## src/rtl/strip_serializer.sv

```systemverilog
// WS2812-style frame serializer: snapshots a brightness-scaled pixel array and
// shifts it out GRB/MSB-first as timed high/low pulses, followed by a latch gap.
module strip_serializer #(
    parameter int NUM_LEDS     = 10,
    parameter int T0H          = 40,
    parameter int T0L          = 85,
    parameter int T1H          = 80,
    parameter int T1L          = 45,
    parameter int RESET_CYCLES = 5000
) (
    input  logic                     clk,
    input  logic                     rst,
    input  logic [NUM_LEDS-1:0][23:0] strip,
    input  logic [2:0]               brightness,
    input  logic                     start,
    output logic                     busy,
    output logic                     done,
    output logic                     dout
);

    localparam int MAX_HI  = (T0H > T1H) ? T0H : T1H;
    localparam int MAX_LO  = (T0L > T1L) ? T0L : T1L;
    localparam int MAX_BIT = (MAX_HI > MAX_LO) ? MAX_HI : MAX_LO;
    localparam int MAX_CNT = (MAX_BIT > RESET_CYCLES) ? MAX_BIT : RESET_CYCLES;
    localparam int TMR_W   = (MAX_CNT > 1) ? $clog2(MAX_CNT) : 1;
    localparam int LED_W   = (NUM_LEDS > 1) ? $clog2(NUM_LEDS) : 1;

    localparam logic [TMR_W-1:0] T0H_M1   = TMR_W'(T0H - 1);
    localparam logic [TMR_W-1:0] T0L_M1   = TMR_W'(T0L - 1);
    localparam logic [TMR_W-1:0] T1H_M1   = TMR_W'(T1H - 1);
    localparam logic [TMR_W-1:0] T1L_M1   = TMR_W'(T1L - 1);
    localparam logic [TMR_W-1:0] LATCH_M1 = TMR_W'(RESET_CYCLES - 1);
    localparam logic [LED_W-1:0] LAST_LED = LED_W'(NUM_LEDS - 1);

    typedef enum logic [1:0] {IDLE, HIGH, LOW, LATCH} state_t;

    state_t                      state_q, state_d;
    logic [TMR_W-1:0]            timer_q, timer_d;
    logic [LED_W-1:0]            led_q, led_d;
    logic [4:0]                  bit_q, bit_d;
    logic [NUM_LEDS-1:0][23:0]   shadow_q, shadow_d;
    logic                        done_q, done_d;

    logic [NUM_LEDS-1:0][23:0]   scaled_in;
    logic [LED_W-1:0]            nxt_led;
    logic [4:0]                  nxt_bit;
    logic                        cur_val, nxt_val, last_bit;

    // Channel scale: keep bits [10:3] of c * (brightness + 1); 7 is unity gain.
    function automatic logic [7:0] scale_chan(input logic [7:0] c, input logic [2:0] b);
        logic [3:0]  m;
        logic [10:0] p;
        m = {1'b0, b} + 4'd1;
        p = {3'b000, c} * {7'd0, m};
        return p[10:3];
    endfunction

    // Shadow words are stored in transmit order (G, R, B) so bit 23 goes first.
    always_comb begin
        for (int i = 0; i < NUM_LEDS; i++) begin
            scaled_in[i] = {scale_chan(strip[i][15:8],  brightness),
                            scale_chan(strip[i][23:16], brightness),
                            scale_chan(strip[i][7:0],   brightness)};
        end
    end

    always_comb begin
        cur_val  = shadow_q[led_q][bit_q];
        last_bit = (led_q == LAST_LED) && (bit_q == 5'd0);
        if (bit_q == 5'd0) begin
            nxt_led = led_q + LED_W'(1);
            nxt_bit = 5'd23;
        end else begin
            nxt_led = led_q;
            nxt_bit = bit_q - 5'd1;
        end
        nxt_val = last_bit ? 1'b0 : shadow_q[nxt_led][nxt_bit];
    end

    always_comb begin
        state_d  = state_q;
        timer_d  = timer_q;
        led_d    = led_q;
        bit_d    = bit_q;
        shadow_d = shadow_q;
        done_d   = 1'b0;
        case (state_q)
            IDLE: begin
                if (start) begin
                    shadow_d = scaled_in;
                    led_d    = '0;
                    bit_d    = 5'd23;
                    timer_d  = scaled_in[0][23] ? T1H_M1 : T0H_M1;
                    state_d  = HIGH;
                end
            end
            HIGH: begin
                if (timer_q == '0) begin
                    timer_d = cur_val ? T1L_M1 : T0L_M1;
                    state_d = LOW;
                end else begin
                    timer_d = timer_q - TMR_W'(1);
                end
            end
            LOW: begin
                if (timer_q == '0) begin
                    if (last_bit) begin
                        timer_d = LATCH_M1;
                        state_d = LATCH;
                    end else begin
                        led_d   = nxt_led;
                        bit_d   = nxt_bit;
                        timer_d = nxt_val ? T1H_M1 : T0H_M1;
                        state_d = HIGH;
                    end
                end else begin
                    timer_d = timer_q - TMR_W'(1);
                end
            end
            LATCH: begin
                if (timer_q == '0) begin
                    state_d = IDLE;
                    done_d  = 1'b1;
                end else begin
                    timer_d = timer_q - TMR_W'(1);
                end
            end
            default: state_d = IDLE;
        endcase
    end

    always_ff @(posedge clk) begin
        if (rst) begin
            state_q  <= IDLE;
            timer_q  <= '0;
            led_q    <= '0;
            bit_q    <= '0;
            shadow_q <= '0;
            done_q   <= 1'b0;
        end else begin
            state_q  <= state_d;
            timer_q  <= timer_d;
            led_q    <= led_d;
            bit_q    <= bit_d;
            shadow_q <= shadow_d;
            done_q   <= done_d;
        end
    end

    assign dout = (state_q == HIGH);
    assign busy = (state_q != IDLE);
    assign done = done_q;

endmodule

```

## config.mk

```make
export PLATFORM = sky130hd
export DESIGN_NAME = strip_serializer
export DESIGN_NICKNAME = d
export VERILOG_FILES = /design/src/rtl/strip_serializer.sv
export SDC_FILE = /design/constraint.sdc
export NUM_CORES = 2
export LEC_CHECK = 0
export ABC_AREA = 1
export ABC_CLOCK_PERIOD_IN_PS = 6400
export BUFFER_PORTS_ARGS = -buffer_cell sky130_fd_sc_hd__buf_2
export CAP_MARGIN = 20
export CORE_AREA = 5 5 260 262
export DETAILED_ROUTE_END_ITERATION = 10
export DIE_AREA = 0 0 265 267
export GPL_ROUTABILITY_DRIVEN = 0
export PLACE_DENSITY = 0.83
export SYNTH_ARGS = -nofsm -noshare
export SYNTH_HDL_FRONTEND = slang
export SYNTH_SLANG_ARGS = --single-unit
```

## constraint.sdc

```tcl
create_clock -name clk -period 6.4 [get_ports clk]
set_clock_uncertainty 0.15 [all_clocks]
set_input_delay 0.32 -clock clk [delete_from_list [all_inputs] [get_ports clk]]
set_output_delay 0.32 -clock clk [all_outputs]
set_load 0.02 [all_outputs]
```

==> key figures <==
Setup path
  • CP required: 6.67 ns
  • Worst Setup End Kind: flip-flop
  • Crit Path Max Fanout: 30
  • CP Launch Type: input port
  • WP data arrival: 5.23 ns
  • Critical path type: in -> reg

Floorplan
  • Initial Util: 59.37%
  • Io pins: 249
  • Chip height: 267 microns
  • # rows: 94
  • Die area: 0.07076 sq mm
  • Die W: 265 microns
  • Core Region: 0.06516 sq mm

Run status
  • Outcome: completed

Placement
  • IO buf count: 248
  • DPL Wire Length: 85930 microns
  • Placed cells: 6599

Global route
  • First-pass GRT wire length: 182000 microns
  • Tot GR Track Use: 31.21%
  • Total gr overflow: 0
  • Initial antenna violation count: 6
  • Vias in the first global route: 35930
  • Largest net degree at the start of global routing: 257

Logic synthesis
  • Cell accounting for the most synthesized area: fa_1
  • Warning count from the yosys run: 0
  • Seq/Total Area, Yosys: 13.71%
  • Net Count, Synth: 6706
  • Synth Area per Inst: 6.747 sq um
  • Post-Synthesis Cells: 5734
  • Synth area leaders: fa_1 19%, dfxtp_1 14%, inv_1 12%
  • FF+latch count, synth: 265
  • Synth top area share: 18.63%
  • Count of cell types in the netlist: 41
  • Mapped Area: 0.03869 sq mm

STA
  • Final period util: 77.47%
  • Slew Viols, Final: 0
  • Hold WS: 0.1364 ns
  • Final Hold Viols: 0
  • Peak Freq: 201.7 MHz
  • RSZ-0062 raised after global routing: false
  • Minimum clock period: 4.958 ns
  • Fin Setup TNS: 0 ns
  • Slew headroom: 8.832%
  • Worst-margin pin slew: 1.368 ns
  • Final Setup Violations: 0

Power and ir drop
  • Leak: 23.54 nW
  • Flop pwr share: 21.5%
  • Sw frac: 53.83%
  • Final Power: 13.47 mW
  • Clk pwr share: 14.8%
  • Total net switching power: 7.251 mW
  • Pwr/cell area: 325.3 mW/mm^2
  • Maximum VDD drop: 0.4964 mV
  • Pint: 6.218 mW
  • Combinational cell fraction of total power: 63.8%

CTS
  • Clock transition at path regs: 0.07 ns
  • CTS tree: yes
  • CTS Buf Count: 30
  • Clock latency on the worst-skew pair: 0.58 ns
  • Post-CTS sizing: 0
  • H-Tree Depth: 1
  • CTS Buffer Depth: 3
  • CTS root buf: clkbuf_16
  • Sink Count: 265

Drt
  • Vias per Instance: 5.619
  • WL final: 113600 microns
  • First-pass DRT Iterations: 7
  • Antenna Violating Nets Remaining: 0
  • Drt wl/cell: 17.07 microns
  • DR iter-0 viols: 3704
  • DR vias: 37390
  • Residual DRC: 0

Cells and area
  • Final nets: 6740
  • Ratio of cells with drive above 1 in the final layout: 6.235%
  • P&R area growth vs syn: 7.034%
  • Final std cells w/o fill: 6655
  • Filler Cell Count: 5782

Flow run
  • Max-cap violations: 0

Min path
  • Hold crit path type: in -> reg
-- cell families (layout without fill, tap and decap cells) --
| family | Yosys count | after routing | share of synthesized area [%] |
|---|---|---|---|
| AOI/OAI and AO/OA | 1025 | 1025 | 14.37 |
| muxes | 6 | 6 | 0.1553 |
| other | 0 | 1 | 0 |
| buffers and inverters | 1539 | 1595 | 15.19 |
| adders and majority gates | 726 | 726 | 30.47 |
| xor gates and xnor gates | 271 | 271 | 6.135 |
| and+or+nand+nor | 1902 | 1902 | 19.97 |
| DFF | 265 | 265 | 13.71 |
-- area by class of cell --
class	count	area, sq um	share of cell area (%)
multi-input cells	3930	27560	66.55
flip-flops and latches	265	5310	12.82
inverters	1261	4746	11.46
repair buffers	280	1577	3.807
well taps	864	1081	2.611
clock buffers	42	887.1	2.142
clock inverters	12	247.7	0.5983
diodes	1	2.502	0.006043
-- cell usage in the layout (no fill, tap or decap), types with 10 or more instances in the layout --
master     count
o21bai_1      31
nor2_1       640
o21ai_0      397
xnor2_1       65
nor3_1        14
nand3_1      325
inv_1       1251
clkbuf_16     31
buf_4         26
nand4_1       32
a21oi_1      448
o221ai_1      10
ha_1         365
a21o_1        30
buf_2        246
o21ai_1       12
nand2_1      871
o211ai_1      83
dfxtp_1      263
xor2_1       206
fa_1         360
-- flip-flops by register name, indices dropped and copies added, names as in the netlist --
signal	count
timer_q	13
bit_q	5
shadow_q	240
led_q	4
state_q	2
done	1
-- metrics by stage --
stage | area (sq um) | setup slack [ns] | utilization (%)
2_1_floorplan | 38690 | 1.605 | -
3_3_place_gp | 40260 | 1.098 | 61.79
3_5_place_dp | 40260 | 1.016 | 61.79
4_1_cts | 41400 | 1.575 | 63.55
5_1_grt | 41410 | 1.043 | 63.55
6_report | 41410 | 1.442 | 63.55
-- repair_timing --
action,CTS,global route
hold buffers,1,0
buffers inserted,0,0
hold endpoints to repair,1,0
-- critical path: stages --
cell      delay (ns)
buf_2           0.13
ha_4            0.15
or2_2           0.29
nand2_4         0.33
clkinv_2        0.50
nand2_1         0.22
fa_1            0.45
fa_1            0.49
inv_1           0.05
ha_1            0.34
a21oi_1         0.20
nand2_1         0.11
a21oi_1         0.13
inv_1           0.05
a21oi_1         0.23
inv_1           0.07
a21oi_1         0.13
nor2_1          0.05
nor2_1          0.13
xor2_1          0.46
nand2_1         0.10
nand2_1         0.08
inv_1           0.06
nand2_1         0.06
a21oi_1         0.05
-- Yosys cell counts --
cell,instances
inv_1,1252
nand2_1,872
nor2_1,641
a21oi_1,448
o21ai_0,397
ha_1,366
fa_1,360
nand3_1,326
dfxtp_1,265
xor2_1,206
clkbuf_1,189
o211ai_1,83
xnor2_1,65
buf_2,42
buf_1,37
nand4_1,32
o21bai_1,31
a21o_1,30
nor3_1,14
o21ai_1,12
o221ai_1,10
buf_4,8
mux2i_1,6
a31oi_1,5
or2_2,5
a211oi_1,4
clkinv_1,4
inv_2,4
nor2_4,4
a221oi_1,2
buf_6,2
nand2_2,2
nand2_4,2
inv_4,1
nand3_2,1
nor3_2,1
nor4_1,1
o21a_1,1
o21ai_2,1
o22ai_1,1
or3_1,1
-- layer usage --
metal  global-route usage, %  up-vias  routed length (microns)
met3                   6.287      403                    11960
met2                   50.70     1710                    51280
met4                   14.06        6                     6418
li1                        -    17770                        -
met1                   40.49    17500                    43910
met5                       0        -                       44
-- power groups by stage --
stage / Sequential (mW) / Combinational (mW) / Clock (mW)
3_5_place_dp: 2.85 / 8.24 / 0
2_1_floorplan: 2.47 / 6.32 / 0
5_1_grt: 2.90 / 9.47 / 2.06
3_3_place_gp: 2.84 / 8.05 / 0
4_1_cts: 2.83 / 8.32 / 1.99
6_report: 2.89 / 8.59 / 1.99
-- path summary, 6_finish.rpt --
check / startpoint / to / cells past startpoint / slack (ns)
hold / removal: strip[64] / shadow_q[56] / 4 / 0.14
setup reg to reg: bit_q[0] / timer_q[5] / 25 / 1.74
setup / recovery: brightness[1] / timer_q[5] / 25 / 1.44
hold reg to reg: shadow_q[168] / shadow_q[168] / 2 / 0.33
Power figures use the tool's default switching activity.
